<file path="config.mk">
export PLATFORM = sky130hd
export DESIGN_NAME = wb_arbiter_64
export DESIGN_NICKNAME = d
export VERILOG_FILES = /design/src/rtl/wb_pkg.sv /design/src/rtl/wb_fifo.sv /design/src/rtl/wb_arbiter_64.sv
export SDC_FILE = /design/constraint.sdc
export NUM_CORES = 1
export LEC_CHECK = 0
export CAP_MARGIN = 20
export CORE_ASPECT_RATIO = 1.1
export CORE_MARGIN = 5
export CORE_UTILIZATION = 25
export DETAILED_ROUTE_END_ITERATION = 8
export PLACE_DENSITY = 0.47
export SLEW_MARGIN = 25
export SYNTH_ARGS = -nofsm -noshare
export SYNTH_HDL_FRONTEND = slang
export SYNTH_HIERARCHICAL = 1
export SYNTH_SLANG_ARGS = --single-unit
</file>
<file path="constraint.sdc">
create_clock -name clk -period 3.8 [get_ports clk]
set_clock_uncertainty 0.1 [all_clocks]
set_input_delay 0.76 -clock clk [delete_from_list [all_inputs] [get_ports clk]]
set_output_delay 0.76 -clock clk [all_outputs]
set_load 0.05 [all_outputs]
</file>
<file path="src/rtl/wb_pkg.sv">
// wb_pkg: shared widths and the writeback request type for the regfile write port
package wb_pkg;
    localparam int XLEN   = 64;
    localparam int REG_AW = 5;

    typedef struct packed {
        logic [REG_AW-1:0] rd;
        logic [XLEN-1:0]   data;
    } wb_req_t;

    // x0 is hardwired to zero, so a request targeting it is consumed without a real write
    function automatic logic wb_writes(input wb_req_t r);
        return r.rd != '0;
    endfunction
endpackage

</file>
<file path="src/rtl/wb_fifo.sv">
// wb_fifo: strictly in-order buffer for long-latency writeback requests
module wb_fifo
    import wb_pkg::*;
#(
    parameter int DEPTH = 4
) (
    input  logic                       clk,
    input  logic                       reset,
    input  logic                       push_i,
    input  wb_req_t                    din_i,
    input  logic                       pop_i,
    output wb_req_t                    head_o,
    output logic                       full_o,
    output logic                       empty_o,
    output logic [$clog2(DEPTH+1)-1:0] count_o
);
    localparam int AW = $clog2(DEPTH);
    localparam int CW = $clog2(DEPTH+1);

    wb_req_t       mem_q [DEPTH];
    logic [AW-1:0] wr_q, wr_d, rd_q, rd_d;
    logic [CW-1:0] count_q, count_d;
    logic          do_push, do_pop;

    assign full_o  = count_q == CW'(DEPTH);
    assign empty_o = count_q == '0;
    assign count_o = count_q;
    assign head_o  = mem_q[rd_q];

    // Pointers wrap naturally at the power-of-two depth; occupancy is tracked separately
    always_comb begin
        do_push = push_i && !full_o;
        do_pop  = pop_i && !empty_o;
        wr_d    = do_push ? wr_q + AW'(1) : wr_q;
        rd_d    = do_pop ? rd_q + AW'(1) : rd_q;
        count_d = count_q + CW'(do_push) - CW'(do_pop);
    end

    // Pointer and occupancy registers; reset discards every buffered entry
    always_ff @(posedge clk or posedge reset) begin
        if (reset) begin
            wr_q    <= '0;
            rd_q    <= '0;
            count_q <= '0;
        end else begin
            wr_q    <= wr_d;
            rd_q    <= rd_d;
            count_q <= count_d;
        end
    end

    // Entry storage needs no reset: only slots between the pointers are ever read
    always_ff @(posedge clk) begin
        if (do_push) mem_q[wr_q] <= din_i;
    end
endmodule

</file>
<file path="src/rtl/wb_arbiter_64.sv">
// wb_arbiter_64: merges ALU and buffered long-latency results onto the single regfile write port
module wb_arbiter_64
    import wb_pkg::*;
#(
    parameter int DEPTH        = 4,
    parameter int STARVE_LIMIT = 8
) (
    input  logic                       clk,
    input  logic                       reset,
    input  logic                       alu_valid,
    input  logic [4:0]                 alu_rd,
    input  logic [63:0]                alu_data,
    input  logic                       lu_valid,
    output logic                       lu_ready,
    input  logic [4:0]                 lu_rd,
    input  logic [63:0]                lu_data,
    output logic                       reg_write,
    output logic [4:0]                 w_reg,
    output logic [63:0]                w_data,
    output logic                       alu_stall,
    output logic [$clog2(DEPTH+1)-1:0] fifo_count
);
    localparam int             AGW      = $clog2(STARVE_LIMIT+1);
    localparam logic [AGW-1:0] AGE_MAX  = AGW'(STARVE_LIMIT);
    localparam logic [AGW-1:0] AGE_TRIP = AGW'(STARVE_LIMIT-1);

    wb_req_t         alu_req, head, sel;
    logic            empty, full, accept_alu, pop, push;
    logic            write_q, write_d, stall_q, stall_d;
    logic [4:0]      w_reg_q, w_reg_d;
    logic [63:0]     w_data_q, w_data_d;
    logic [AGW-1:0]  age_q, age_d;

    wb_fifo #(.DEPTH(DEPTH)) u_fifo (
        .clk     (clk),
        .reset   (reset),
        .push_i  (push),
        .din_i   ('{rd: lu_rd, data: lu_data}),
        .pop_i   (pop),
        .head_o  (head),
        .full_o  (full),
        .empty_o (empty),
        .count_o (fifo_count)
    );

    assign lu_ready  = !full;
    assign reg_write = write_q;
    assign w_reg     = w_reg_q;
    assign w_data    = w_data_q;
    assign alu_stall = stall_q;

    // A starved head pre-empts the ALU; otherwise the ALU wins and the FIFO drains into idle slots
    always_comb begin
        alu_req    = '{rd: alu_rd, data: alu_data};
        accept_alu = alu_valid && !stall_q;
        pop        = !empty && (stall_q || !accept_alu);
        push       = lu_valid && !full;
        sel        = pop ? head : alu_req;
        write_d    = (pop || accept_alu) && wb_writes(sel);
        w_reg_d    = write_d ? sel.rd : '0;
        w_data_d   = write_d ? sel.data : '0;
        age_d      = (empty || pop) ? '0 : (age_q == AGE_MAX) ? age_q : age_q + AGW'(1);
        stall_d    = !empty && !pop && (stall_q || age_q == AGE_TRIP);
    end

    // Registered write port, head age and stall; reset kills any write in flight
    always_ff @(posedge clk or posedge reset) begin
        if (reset) begin
            write_q  <= 1'b0;
            w_reg_q  <= '0;
            w_data_q <= '0;
            age_q    <= '0;
            stall_q  <= 1'b0;
        end else begin
            write_q  <= write_d;
            w_reg_q  <= w_reg_d;
            w_data_q <= w_data_d;
            age_q    <= age_d;
            stall_q  <= stall_d;
        end
    end
endmodule

</file>
# ---- Yosys cells after proc, flatten, opt, wreduce, memory -nomap -nowiden
# Memory sizes are Yosys's and may differ from the RTL's.
# Index checks and enable logic that the tools add are counted.
# Widths: inputs -> output; s select.
dict set report word_totals {
  n_memories 1
  ram_bits 276
  latch_bits 0
  out_inout_bits 75
  elab_cells 44
  romBits 0
  ff_bits 82
}
# memory words word_bits read_ports rd_clocked_by_memory_dff wr line_no
set mem_list {}
lappend mem_list {u_fifo.mem_q 4 69 1 0 1 wb_fifo.sv:20} ;# wb_req_t mem_q [DEPTH];
dict set report classes {
  n_shift 0
  eq_ne 4
  mul 0
  n_addsub 5
  reduce_logical 19
  bitwise_logic 0
  order_cmp 0
  div_mod_pow 0
  mux 7
}
# op count
set op_table {}
lappend op_table {{$mux 69} 1}
lappend op_table {{$mux 64} 1}
lappend op_table {{$logic_and 1x1->1} 8}
lappend op_table {{$mux 4} 2}
lappend op_table {{$logic_not 1->1} 5}
lappend op_table {{$mux 5} 1}
lappend op_table {{$reduce_bool 5->1} 1}
lappend op_table {{$add 2x1->2 const B} 2}
lappend op_table {{$add 4x1->4 const B} 1}
lappend op_table {{$eq 4x3->1 const B} 1}
lappend op_table {{$eq 4x4->1 const B} 1}
lappend op_table {{$logic_or 1x1->1} 4}
lappend op_table {{$add 3x1->3} 1}
lappend op_table {{$eq 3x3->1 const B} 1}
lappend op_table {{$logic_not 3->1} 1}
lappend op_table {{$sub 3x1->3} 1}
lappend op_table {{$mux 1} 2}
lappend op_table {{$ne 2x2->1 const B} 1}

# ---- Logic depth before layout (Yosys ltp)
dict set report depth {
  depth_word 9
  mapped_depth 12
  ltp_nobuf 10
}

# ---- By module
# The synthesis kept the hierarchy.
# module instances cells_per_inst seq_area_each_um2 area_per_inst_um2
set by_module_without_submodules {}
lappend by_module_without_submodules {wb_fifo 1 404 8463.1 10506.3}
lappend by_module_without_submodules {wb_arbiter_64 1 278 1876.8 3342.0}

# ---- Worst setup path after synthesis
# OpenSTA, ideal clock, no wires.
dict set report synth_timing {
  kind {reg-to-reg}
  from {register u_fifo.count_q[1] (netlist: u_fifo/count_o[1])}
  to {memory u_fifo/mem_q[0][0] in the netlist's numbering, enable pin}
  path_buffers 1
  setup_ns 0.435
  setup_slack_ns 0.183
  arrival_ns 3.082
  path_stages_with_launch 5
  cell_sequence {dfrtp_1 > clkbuf_1 > nor3b_2 > nor2b_1 > and3b_1}
}
dict set report synth_via {
  elab_chain_len 6
}
# item line_no
set synth_lines {}
lappend synth_lines {{from (decl)} wb_fifo.sv:22} ;# logic [CW-1:0] count_q, count_d;
lappend synth_lines {{from (signal assigned)} wb_fifo.sv:48} ;# count_q <= count_d;
lappend synth_lines {{$eq 3x3->1} wb_fifo.sv:25} ;# assign full_o = count_q == CW'(DEPTH);
lappend synth_lines {{net full} wb_arbiter_64.sv:28} ;# logic empty, full, accept_alu, pop, push;
lappend synth_lines {{$logic_not 1->1} wb_arbiter_64.sv:57} ;# push = lu_valid && !full;
lappend synth_lines {{$logic_and 1x1->1} wb_arbiter_64.sv:57}
lappend synth_lines {{net push} wb_arbiter_64.sv:28}
lappend synth_lines {{$logic_and 1x1->1} wb_fifo.sv:32} ;# do_push = push_i && !full_o;
lappend synth_lines {{$mux 1} wb_fifo.sv:54} ;# if (do_push) mem_q[wr_q] <= din_i;
lappend synth_lines {{$mux 1 (not written as such)} wb_fifo.sv:54}
lappend synth_lines {{to (decl)} wb_fifo.sv:20}
# The timed path passes the listed nets, and every way through them passes these cells.

# ---- Worst setup path in the final report
dict set report layout_timing {
  from {register u_fifo.count_q[1] (netlist: u_fifo/count_o[1])}
  to {output lu_ready}
}
dict set report layout_via {
  elab_chain_len 2
}
# item line_no
set layout_lines {}
lappend layout_lines {{$eq 3x3->1} wb_fifo.sv:25}
lappend layout_lines {{net full} wb_arbiter_64.sv:28}
lappend layout_lines {{$logic_not 1->1} wb_arbiter_64.sv:46} ;# assign lu_ready = !full;
lappend layout_lines {{to (decl)} wb_arbiter_64.sv:14} ;# output logic lu_ready,
# The timed path passes the listed nets, and every way through them passes these cells.

==> summary.md <==
| Metric | Value |
|---|---|
| Rows | `90` |
| Unrepaired setup endpoints after global routing | `no` |
| Core Region | `54800 um^2` |
| Arrival time at the worst endpoint | `about 2.4 ns` |
| Slowest cell delay on critical path | `between 0.7 and 0.8 ns` |
| Largest family of logic cells by synthesized area | `multiplexers` |
| Synth unique cells | `33` |
| Post-synthesis compound-gate area fraction | `under 10%` |
| Max_slew headroom | `37.0%` |
| Worst Tran Pin Value | `about 0.95 ns` |
| HP Class | `primary input to async pin` |
| Crit. End Element | `output pin` |
| CP Cell Sequence | `nor3b_2 > inv_1 > clkdlybuf4s50_1` |
| Reg-to-reg startpoint | `u_fifo/rd_q[0]` |
| CP Max Fanout | `9` |
| TritonRoute pass-1 iters | `7` |
| PnR Total Power | `around 14 mW` |
| Post-DP HPWL | `about 21000 um` |
| Max H-tree Level | `2` |
| I/O Buffers | `around 220` |
| Gr busiest metal | `met2` |
| Max-slew violations | `0` |
| DRC errors left | `0` |
| DRT Wirelength | `about 35000 um` |
| Footprint of the multi-input gates | `approximately 3200 um^2` |
| Synth Area in XOR/XNOR | `less than 1%` |
| Flops & latches, synth | `roughly 360` |
| Required @ worst endpoint | `between 2 and 3 ns` |
| Crit Path Class | `flip-flop to output pin` |
| Final hold violations | `0` |
| Final core utilization | `33.3%` |
| Post-Syn Instances | `682` |
| GR Util met3 | `3.40%` |
| Syn. warnings | `6` |
| Vias per cell | `about 4.3` |
| ANT nets after route | `0` |
| Starting Density | `roughly 25%` |
| Final Setup Violations | `0` |
| Skew-Pair Late Insertion Delay | `0.55 ns` |
| CTS max path bufs | `3` |
| Chip width | `234 um` |
| Fin Setup TNS | `0 ns` |
| Critical path origin | `u_fifo/count_o[1]` |
| FF/Latch Area | `10300 um^2` |
| CTS clk-pin slew, worst paths | `0.06 ns` |
| GR Overflow Total | `0` |
| Largest register FFs | `between 200 and 300` |
| Post-CTS Hold Fix Bufs | `0` |
| Adder-cell share of the synthesized area | `0.867%` |
| Leading cell type in the layout, fill and taps excluded | `edfxtp_1` |
| Avg Synthesized Cell Area | `between 20 and 25 um^2` |
| P&R area growth vs syn | `31.8%` |
| CTS tree | `done` |
| Layout cells sized above 1 | `about 17%` |
| Most frequent cells in the layout | `276 x edfxtp_1, 216 x clkdlybuf4s50_1, 80 x dfrtp_1` |
| Hold Slack | `~0.45 ns` |
| First-pass GRT wire length | `roughly 52000 um` |
| Die height | `around 260 um` |
| Starting DRT DRC Count | `between 400 and 500` |
| M2 GR Usage | `19.0%` |
| Lkg Pwr | `just over 6 nW` |
| Fillers | `around 5300` |
| Die area | `~60000 um^2` |
| Final #Nets | `approximately 1100` |
| Post-Synth Simple-Gate Area | `~4.7%` |
| Slowest cell on the critical path | `clkdlybuf4s50_1` |
| CTS Buf Count | `41` |
| Max Clock Freq | `approximately 310 MHz` |
| Sink Count | `~360` |
| Initial antenna violation count | `4` |
| Clock period minus worst slack | `~3.2 ns` |
| Total GRT Usage | `a little under an eighth` |
| Routability cong. | `~0.67` |
| Post-CTS resize count | `0` |
| CP Launch Type | `flip-flop` |
| Post-CTS Setup Bufs | `0` |
| Via count of the first global-routing pass | `8115` |
| Mux contribution to synthesized area | `between 10% and 20%` |
| # Max-Cap Violations | `0` |
| Seq/Total Area, Yosys | `approximately three quarters` |
| Cell Pwr Density | `about 780 nW/um^2` |
| Vias | `approximately 7200` |
| Tcrit/Tclk final | `a little under nine tenths` |
| Mapped Area | `between 10000 and 15000 um^2` |
| Ports | `between 200 and 250` |
| M1 GR Usage | `14.9%` |
| Drt wl/cell | `about 21 um` |
| Mapped Nets | `about 830` |
| Status | `completed` |
| Worst vdd ir | `about 0.32 mV` |
| Root Buffer | `clkbuf_16` |
| Largest net degree at the start of global routing | `72` |
## Yosys cell counts (all sizes together)
cell	count	area share (%)
xnor2	4	0.25
and2	64	2.9
mux4	69	11
nor4	2	0.090
nor2	2	0.054
mux2	1	0.081
nand3b	5	0.27
nor3	6	0.22
nor2b	2	0.090
a32o	64	4.6
nand2b	5	0.23
nand2	12	0.33
fa	1	0.14
nor3b	1	0.090
o211ai	2	0.11
o311ai	1	0.063
and3b	4	0.25
ha	8	0.72
nand4bb	2	0.16
mux2i	2	0.14
nand3	1	0.036
a21oi	2	0.072
edfxtp	276	60
xor2	2	0.13
clkbuf	17	0.46
inv	12	0.33
buf	31	2.1
o31ai	2	0.11
dfrtp	82	15
## routing by layer
metal | part of all wire [%] | wire (um)
met1 | 42 | 14700
met2 | 49 | 17000
met3 | 6.4 | 2230
met4 | 1.9 | 668
met5 | 0.046 | 16
## path summary, 6_finish.rpt
kind / end / slack [ns] / depth (start not counted)
max: lu_ready / 0.56 / 3
min: u_fifo/wr_q[0] / 0.45 / 2
max reg2reg: w_data[51] / 0.94 / 6
min reg2reg: alu_stall / 0.45 / 1
max in group asynchronous: w_data[48] / 2.36 / 3
min in group clk: alu_stall / 0.45 / 1
## area by class of cell
type	count	share of cell area, %
Sequential cell	358	56.7
Multi-Input combinational cell	264	17.3
Clock inverter	19	1.12
Inverter	12	0.261
Tap cell	736	5.05
Timing Repair Buffer	235	13.3
Antenna cell	3	0.0411
Clock buffer	57	6.29
## logic make-up after synthesis
| logic type | Yosys count |
|---|---|
| AOI/OAI and AO/OA | 71 |
| DFF | 358 |
| muxes | 72 |
| adders and majority gates | 9 |
| and+or+nand+nor | 106 |
| xor gates and xnor gates | 6 |
| buffers and inverters | 60 |
## stage by stage
stage / cell area, um^2 / instances / setup slack, ns
after detailed placement: 16900 / 1605 / 0.619
final: 18200 / 1684 / 0.559
after global routing: 18200 / 1681 / 0.400
after floorplan: 13800 / 682 / 0.183
after global placement: 16900 / 1605 / 0.613
after CTS: 18200 / 1681 / 0.478
## critical path: cells and delay by family (launching register included)
family,cells,cell delay [ns]
simple gates,1,0.52
flops,1,0.50
buf+inv,2,0.81
## power by group
group	total, mW	internal (mW)	leakage, nW	switching, mW
clock	3.97	2.39	0.658	1.58
combinational	4.68	1.91	2.00	2.78
sequential	5.50	5.22	3.52	0.281
total	14.1	9.51	6.17	4.64
(Power assumes the default switching activity.)
